===== config.mk =====
export PLATFORM = sky130hd
export DESIGN_NAME = vga_timing_generator
export DESIGN_NICKNAME = d
export VERILOG_FILES = /design/src/rtl/vga_timing_pkg.sv /design/src/rtl/vga_timing_generator_axis_counter.sv /design/src/rtl/vga_timing_generator.sv
export SDC_FILE = /design/constraint.sdc
export NUM_CORES = 1
export LEC_CHECK = 0
export ABC_AREA = 1
export CORE_MARGIN = 3
export CORE_UTILIZATION = 60
export CTS_BUF_LIST = sky130_fd_sc_hd__clkbuf_8
export DETAILED_ROUTE_END_ITERATION = 10
export PLACE_DENSITY = 0.88
export SLEW_MARGIN = 25
export SYNTH_ARGS = -nofsm -noshare
export SYNTH_HDL_FRONTEND = slang
export SYNTH_SLANG_ARGS = --single-unit

===== constraint.sdc =====
create_clock -name clk_25Mhz -period 4.9 [get_ports clk_25Mhz]
set_input_delay 1.225 -clock clk_25Mhz [delete_from_list [all_inputs] [get_ports clk_25Mhz]]
set_output_delay 1.225 -clock clk_25Mhz [all_outputs]
set_load 0.005 [all_outputs]

===== src/rtl/vga_timing_pkg.sv =====
// Shared constants and helpers for the VGA raster timing generator.
// Defaults describe 640x480@60 with a 25 MHz pixel clock.
package vga_timing_pkg;

    localparam int DEF_H_ACTIVE   = 640;
    localparam int DEF_H_FP       = 16;
    localparam int DEF_H_SYNC     = 96;
    localparam int DEF_H_BP       = 48;
    localparam int DEF_V_ACTIVE   = 480;
    localparam int DEF_V_FP       = 10;
    localparam int DEF_V_SYNC     = 2;
    localparam int DEF_V_BP       = 33;
    localparam int DEF_CW         = 16;
    localparam int MAX_SYNC_DELAY = 7;

    function automatic int axis_total(input int active, input int fp, input int sync, input int bp);
        return active + fp + sync + bp;
    endfunction

    // The counters must hold TOTAL-1 on both axes, and the delay line is capped.
    function automatic bit timing_params_ok(input int cw, input int h_total, input int v_total,
                                            input int sync_delay);
        longint span;
        span = longint'(1) << cw;
        return (longint'(h_total) <= span) && (longint'(v_total) <= span) &&
               (sync_delay >= 0) && (sync_delay <= MAX_SYNC_DELAY);
    endfunction

endpackage


===== src/rtl/vga_timing_generator_axis_counter.sv =====
// One raster axis: wrapping counter plus region flags registered from the next
// count, so the flags always describe the count shown on the same cycle.
module axis_counter
    import vga_timing_pkg::*;
#(
    parameter int   CW         = DEF_CW,
    parameter int   TOTAL      = 800,
    parameter int   ACTIVE     = 640,
    parameter int   SYNC_START = 656,
    parameter int   SYNC_LEN   = 96,
    parameter logic POL        = 1'b0
) (
    input  logic          clk,
    input  logic          rst,
    input  logic          inc,
    output logic [CW-1:0] count,
    output logic          wrap,
    output logic          first,
    output logic          active,
    output logic          sync
);

    localparam logic [CW-1:0] LAST       = CW'(TOTAL - 1);
    localparam logic [CW-1:0] ACTIVE_END = CW'(ACTIVE - 1);
    localparam logic [CW-1:0] SYNC_FIRST = CW'(SYNC_START);
    localparam logic [CW-1:0] SYNC_LAST  = CW'(SYNC_START + SYNC_LEN - 1);

    logic [CW-1:0] count_next;

    always_comb begin
        count_next = (count == LAST) ? '0 : count + CW'(1);
    end

    // wrap/first stay low in reset even though count sits at LAST.
    always_ff @(posedge clk) begin
        if (rst) begin
            count  <= LAST;
            wrap   <= 1'b0;
            first  <= 1'b0;
            active <= 1'b0;
            sync   <= ~POL;
        end else if (inc) begin
            count  <= count_next;
            wrap   <= (count_next == LAST);
            first  <= (count_next == '0);
            active <= (count_next <= ACTIVE_END);
            sync   <= ((count_next >= SYNC_FIRST) && (count_next <= SYNC_LAST)) ? POL : ~POL;
        end
    end

endmodule


===== src/rtl/vga_timing_generator.sv =====
// Parametrised VGA raster timing: H/V counters, level strobes, and sync/blank
// outputs with an optional pixel-enabled delay line.
module vga_timing_generator
    import vga_timing_pkg::*;
#(
    parameter int   H_ACTIVE   = DEF_H_ACTIVE,
    parameter int   H_FP       = DEF_H_FP,
    parameter int   H_SYNC     = DEF_H_SYNC,
    parameter int   H_BP       = DEF_H_BP,
    parameter int   V_ACTIVE   = DEF_V_ACTIVE,
    parameter int   V_FP       = DEF_V_FP,
    parameter int   V_SYNC     = DEF_V_SYNC,
    parameter int   V_BP       = DEF_V_BP,
    parameter logic H_SYNC_POL = 1'b0,
    parameter logic V_SYNC_POL = 1'b0,
    parameter int   SYNC_DELAY = 0,
    parameter int   CW         = DEF_CW
) (
    input  logic          clk_25Mhz,
    input  logic          rst,
    input  logic          pix_en,
    output logic [CW-1:0] h_count,
    output logic [CW-1:0] v_count,
    output logic          hsync,
    output logic          vsync,
    output logic          video_on,
    output logic          line_start,
    output logic          line_end,
    output logic          frame_start,
    output logic          frame_end
);

    localparam int H_TOTAL = axis_total(H_ACTIVE, H_FP, H_SYNC, H_BP);
    localparam int V_TOTAL = axis_total(V_ACTIVE, V_FP, V_SYNC, V_BP);
    localparam logic [CW-1:0] H_LAST = CW'(H_TOTAL - 1);

    if (!timing_params_ok(CW, H_TOTAL, V_TOTAL, SYNC_DELAY)) begin : g_bad_params
        $error("vga_timing_generator: CW too narrow for the totals or SYNC_DELAY outside 0..7");
    end

    logic h_wrap, h_first, h_active, h_sync;
    logic v_wrap, v_first, v_active, v_sync;
    logic v_inc;

    // V advances on the very edge that wraps H, so no lag between the axes.
    assign v_inc = pix_en && (h_count == H_LAST);

    axis_counter #(
        .CW(CW), .TOTAL(H_TOTAL), .ACTIVE(H_ACTIVE),
        .SYNC_START(H_ACTIVE + H_FP), .SYNC_LEN(H_SYNC), .POL(H_SYNC_POL)
    ) u_h (
        .clk(clk_25Mhz), .rst(rst), .inc(pix_en), .count(h_count),
        .wrap(h_wrap), .first(h_first), .active(h_active), .sync(h_sync)
    );

    axis_counter #(
        .CW(CW), .TOTAL(V_TOTAL), .ACTIVE(V_ACTIVE),
        .SYNC_START(V_ACTIVE + V_FP), .SYNC_LEN(V_SYNC), .POL(V_SYNC_POL)
    ) u_v (
        .clk(clk_25Mhz), .rst(rst), .inc(v_inc), .count(v_count),
        .wrap(v_wrap), .first(v_first), .active(v_active), .sync(v_sync)
    );

    assign line_start  = h_first;
    assign line_end    = h_wrap;
    assign frame_start = h_first & v_first;
    assign frame_end   = h_wrap & v_wrap;

    logic [2:0] raw;
    assign raw = {h_sync, v_sync, h_active & v_active};

    if (SYNC_DELAY == 0) begin : g_no_delay
        assign {hsync, vsync, video_on} = raw;
    end else begin : g_delay
        localparam logic [2:0] IDLE = {~H_SYNC_POL, ~V_SYNC_POL, 1'b0};
        logic [2:0] stage [SYNC_DELAY];

        always_ff @(posedge clk_25Mhz) begin
            if (rst) begin
                for (int i = 0; i < SYNC_DELAY; i++) stage[i] <= IDLE;
            end else if (pix_en) begin
                stage[0] <= raw;
                for (int i = 1; i < SYNC_DELAY; i++) stage[i] <= stage[i-1];
            end
        end

        assign {hsync, vsync, video_on} = stage[SYNC_DELAY-1];
    end

endmodule

=== Word level (Yosys, flattened, before mapping) ===
Index checks and enable logic that the tools add are counted.

* Output and inout bits: 39
* Register bits: 40

* Muxes and demuxes: 4
* Order comparisons: 6
* $add $sub $neg: 2
* Bitwise operators: 3
* Reductions and logical operators: 5
* Equal/unequal tests: 4

{| class="wikitable"
|+ Operator list
! cell !! count
|-
| == test 16 x 10 -> 1 bit, second input constant || 4
|-
| adder 16 x 1 -> 16 bit, second input constant || 2
|-
| <= comparator 16 x 10 -> 1 bit, second input constant || 2
|-
| <= comparator 16 x 9 -> 1 bit, second input constant || 2
|-
| zero test 16 bit || 2
|-
| two-way mux 16 bit || 2
|-
| greater-or-equal comparator 16 x 10 -> 1 bit, second input constant || 1
|-
| greater-or-equal comparator 16 x 9 -> 1 bit, second input constant || 1
|-
| bitwise AND 1 bit || 3
|-
| logical AND 1 bit || 3
|-
| two-way mux 1 bit || 2
|}

=== Logic depth before layout (Yosys ltp) ===
* Depth in word-level cells: 5
* Mapped depth: 15

=== Modules after synthesis ===
Synthesis repeated with hierarchy kept, for this count alone.

* Cell total of the unflattened synthesis: 487
* Area total of the unflattened synthesis: 2917.8 um2

{| class="wikitable"
|+ By module, submodules not included
! module !! instances !! cells an instance !! area an instance (um2)
|-
| axis_counter at u_h || 1 || 235 || 1426.4
|-
| axis_counter at u_v || 1 || 225 || 1386.3
|-
| vga_timing_generator || 1 || 27 || 105.1
|}

=== Least setup slack after synthesis ===
OpenSTA, ideal clock, no wires.

* Path type: input to register
* From: input port pix_en
* To: register u_v.count[7]
* Stages on the path: 6
* Arrival: 2.131 ns
* Data required time: 4.777 ns
* Buffers on the path: 3
* Slack: 2.647 ns
* Library setup time: 0.123 ns
* Cell sequence: clkbuf_1 -> inv_1 -> nor2_2 -> buf_2 -> buf_4 -> a21oi_1

* Word-level cells in the longest chain between the ends: 1

{| class="wikitable"
|+ Ends and longest elaborated chain
! element !! line !! source
|-
| from (decl) || vga_timing_generator.sv:21 || <nowiki>input logic pix_en,</nowiki>
|-
| logical AND 1 bit || vga_timing_generator.sv:46 || <nowiki>assign v_inc = pix_en && (h_count == H_LAST);</nowiki>
|-
| to (signal assigned) || vga_timing_generator_axis_counter.sv:43 || <nowiki>count <= count_next;</nowiki>
|-
| to (decl) || vga_timing_generator_axis_counter.sv:16 || <nowiki>output logic [CW-1:0] count,</nowiki>
|}

No other way between the ends.
A chain may end at the register's enable or synchronous reset.

=== Worst setup path in the final report ===
* From: input port pix_en
* To: register u_v.first

* Word-level cells in the longest chain between the ends: 1

{| class="wikitable"
|+ Ends and longest elaborated chain
! element !! line !! source
|-
| logical AND 1 bit || vga_timing_generator.sv:46 ||
|-
| to (signal assigned) || vga_timing_generator_axis_counter.sv:45 || <nowiki>first <= (count_next == '0);</nowiki>
|-
| to (decl) || vga_timing_generator_axis_counter.sv:18 || <nowiki>output logic first,</nowiki>
|}

No other way between the ends.

==> results_dict.tcl <==
set metrics [dict create \
    hold_path_class "flop to flop" \
    antenna_cells 0 \
    critPathMaxStageDelay_ns 0.45 \
    worstPathRequired_ns 5.13 \
    drcViolationCount 0 \
    syn-num-nets 416 \
    grt_first_pass_wirelength_mm 11.1 \
    cts_tree "yes" \
    die_area_um2 5200 \
    via_per_inst 5.62 \
    hold_ws_ns 0.472 \
    antenna_left 0 \
    route.vias.total 2792 \
    clkLatencyLatePin_ns 0.30 \
    yosys-top-cells-area "dfxtp_1 (31%), nand2_1 (14%), a21oi_1 (6.9%), inv_1 (6.0%), o21ai_0 (5.9%)" \
    die_w_um 72.1 \
    timing.fmax_mhz 353 \
    async_flop_share 0 \
    grt_max_degree 33 \
    final_max_slew_viol_count 0 \
    rows 23 \
    powerDensity_nw_per_um2 266 \
    maxSlewHeadroom 0.485 \
    hold_violations 0 \
    layout_min_cycle_time_ns 2.84 \
    netlist_area_um2 2630 \
    crit_fanout 32 \
    p_leak_uw 0.00137 \
    rsz0062_at_grt "false" \
    path_clk_slew_ns 0.09 \
    grt_pass1_vias 2351 \
    nets 454 \
    maxCapViolations 0 \
    synth_ff_type "dfxtp_1" \
    cts_buffer_depth 2 \
    synthCells 408 \
    setup_ws_ns 2.06 \
    cts_root_buf "clkbuf_8" \
    gp_congestion 0.943 \
    drtPass1Iterations 5 \
    post_cts_resized 0 \
    synth_edf_count 0 \
    critPathKind "primary input to flop" \
    place_ws_ns 1.80 \
    die_h_um 72.1 \
    overflow 0 \
    min_period_over_period 0.579 \
    yosysTopAreaCell "dfxtp_1" \
    routed_wl_mm 6.90 \
    cpMostUsedCell "buf_4" \
    final_cell_mix "nand2_1 (100), inv_1 (43), clkdlybuf4s50_1 (41)" \
    outcome "finished clean" \
    seq_area_frac_synth 0.305 \
    cp_slowest_cell "clkdlybuf4s50_1" \
    start_util 0.638 \
    yosys_warnings 0 \
    drive_gt1_frac 0.0917 \
    worstPathCellList "clkdlybuf4s50_1 > buf_4 > inv_1 > nor2_2 > buf_4 > nand4_1 > nor2_1 > nand2_1 > a21oi_1" \
    port_buffers 41 \
    synth_seq_cells 40 \
    crit_family "buffers and inverters" \
    setup_viol 0 \
    critical_path.endpoint_type "flop" \
    grt_usage 0.265 \
    syn_avg_cell_area_um2 6.43 \
    cts_hold_buf 0 \
    synthToLayoutAreaGrowth_pct 20.5 \
    worst-path-buf-inv 4 \
    io_pins 42 \
    drtIter0Drc 206 \
    synth_top_area_share 0.305 \
    hpwlAfterDp_mm 5.07 \
    start_kind "primary input" \
    tns_ns 0 \
    arrival_ns 3.06 \
    routedWlPerCell_um 13.9 \
    htree_num_levels 2 \
    core_um2 4120 \
    skew_ns 0.0117 \
    antenna_found_initial 0 \
    cts_buffers 5 \
    regToRegSetupSlack_ns 2.78 \
    cts_sinks 40 \
    ir_worst_vdd_mv 0.150 \
    tightest_slew_ns 0.772 \
    post_cts_buffers 0 \
    ys_types 27 \
    final_common_cell "nand2_1" \
]
-- area by class of cell --
class / instances / area, µm²
Multi-Input combinational cell: 310 / 1600
Fill cell: 350 / 951
Sequential cell: 40 / 801
Timing Repair Buffer: 43 / 425
Inverter: 46 / 173
Clock buffer: 5 / 68.8
Tap cell: 50 / 62.6
Clock inverter: 3 / 38.8
-- metal layers --
layer,vias to the layer above,global-route usage,share of wire
met5,-,0,0
met4,0,0.0543,0.0071
met3,8,0.0416,0.046
met2,88,0.401,0.46
met1,1282,0.396,0.49
li1,1414,-,-
-- sequential cells by signal, summed over array words and instances, names as in the netlist --
name	cells
u_h.sync	1
u_h.wrap	1
u_v.count	16
u_h.active	1
u_v.sync	1
u_h.count	16
u_v.active	1
u_v.wrap	1
u_h.first	1
u_v.first	1
-- cells by family after synthesis --
family,synth area share
simple gates,0.401
compound gates,0.150
buf+inv,0.0872
fa+ha+maj,0.0238
xor+xnor,0.0329
flops,0.305
-- cell usage after synthesis, types with 6 or more instances --
cell type / number
nand2_1: 100
inv_1: 42
dfxtp_1: 40
nor2_1: 40
a21oi_1: 36
o21ai_0: 31
nand3_1: 28
nand4_1: 19
nand2_2: 9
nor2_4: 8
xor2_1: 8
clkbuf_1: 7
nor3_1: 6
-- path summary, 6_finish.rpt --
kind,depth (start not counted),from,to
worst max-delay path,9,pix_en,u_v.first
worst max register to register,12,u_h.count[1],u_v.first
worst min register to register,2,u_v.wrap,u_v.wrap
worst min-delay path,2,u_v.wrap,u_v.wrap
-- power breakdown --
group	internal, µW	total (µW)	leakage (µW)	switching, µW
registers	341	365	0.000327	24.0
clock network	149	269	0.0000593	120
logic	79.3	208	0.000985	129
total	569	842	0.00137	273
-- worst reg2reg max path, delay by kind of cell (launching register included) --
kind	cells	cell delay (ns)
flops	1	0.42
compound gates	1	0.12
fa+ha+maj	1	0.21
buf+inv	2	0.42
simple gates	8	0.90
-- metrics by stage --
| stage | instances | utilization | area [µm²] | total power [µW] |
|---|---|---|---|---|
| after global placement | 489 | 0.743 | 3060 | 570 |
| final | 497 | 0.769 | 3160 | 842 |
| after floorplan | 408 | - | 2630 | 509 |
| after global routing | 497 | 0.769 | 3160 | 885 |
| after detailed placement | 489 | 0.743 | 3060 | 575 |
| after CTS | 497 | 0.769 | 3160 | 840 |
Power figures use the tool's default switching activity.
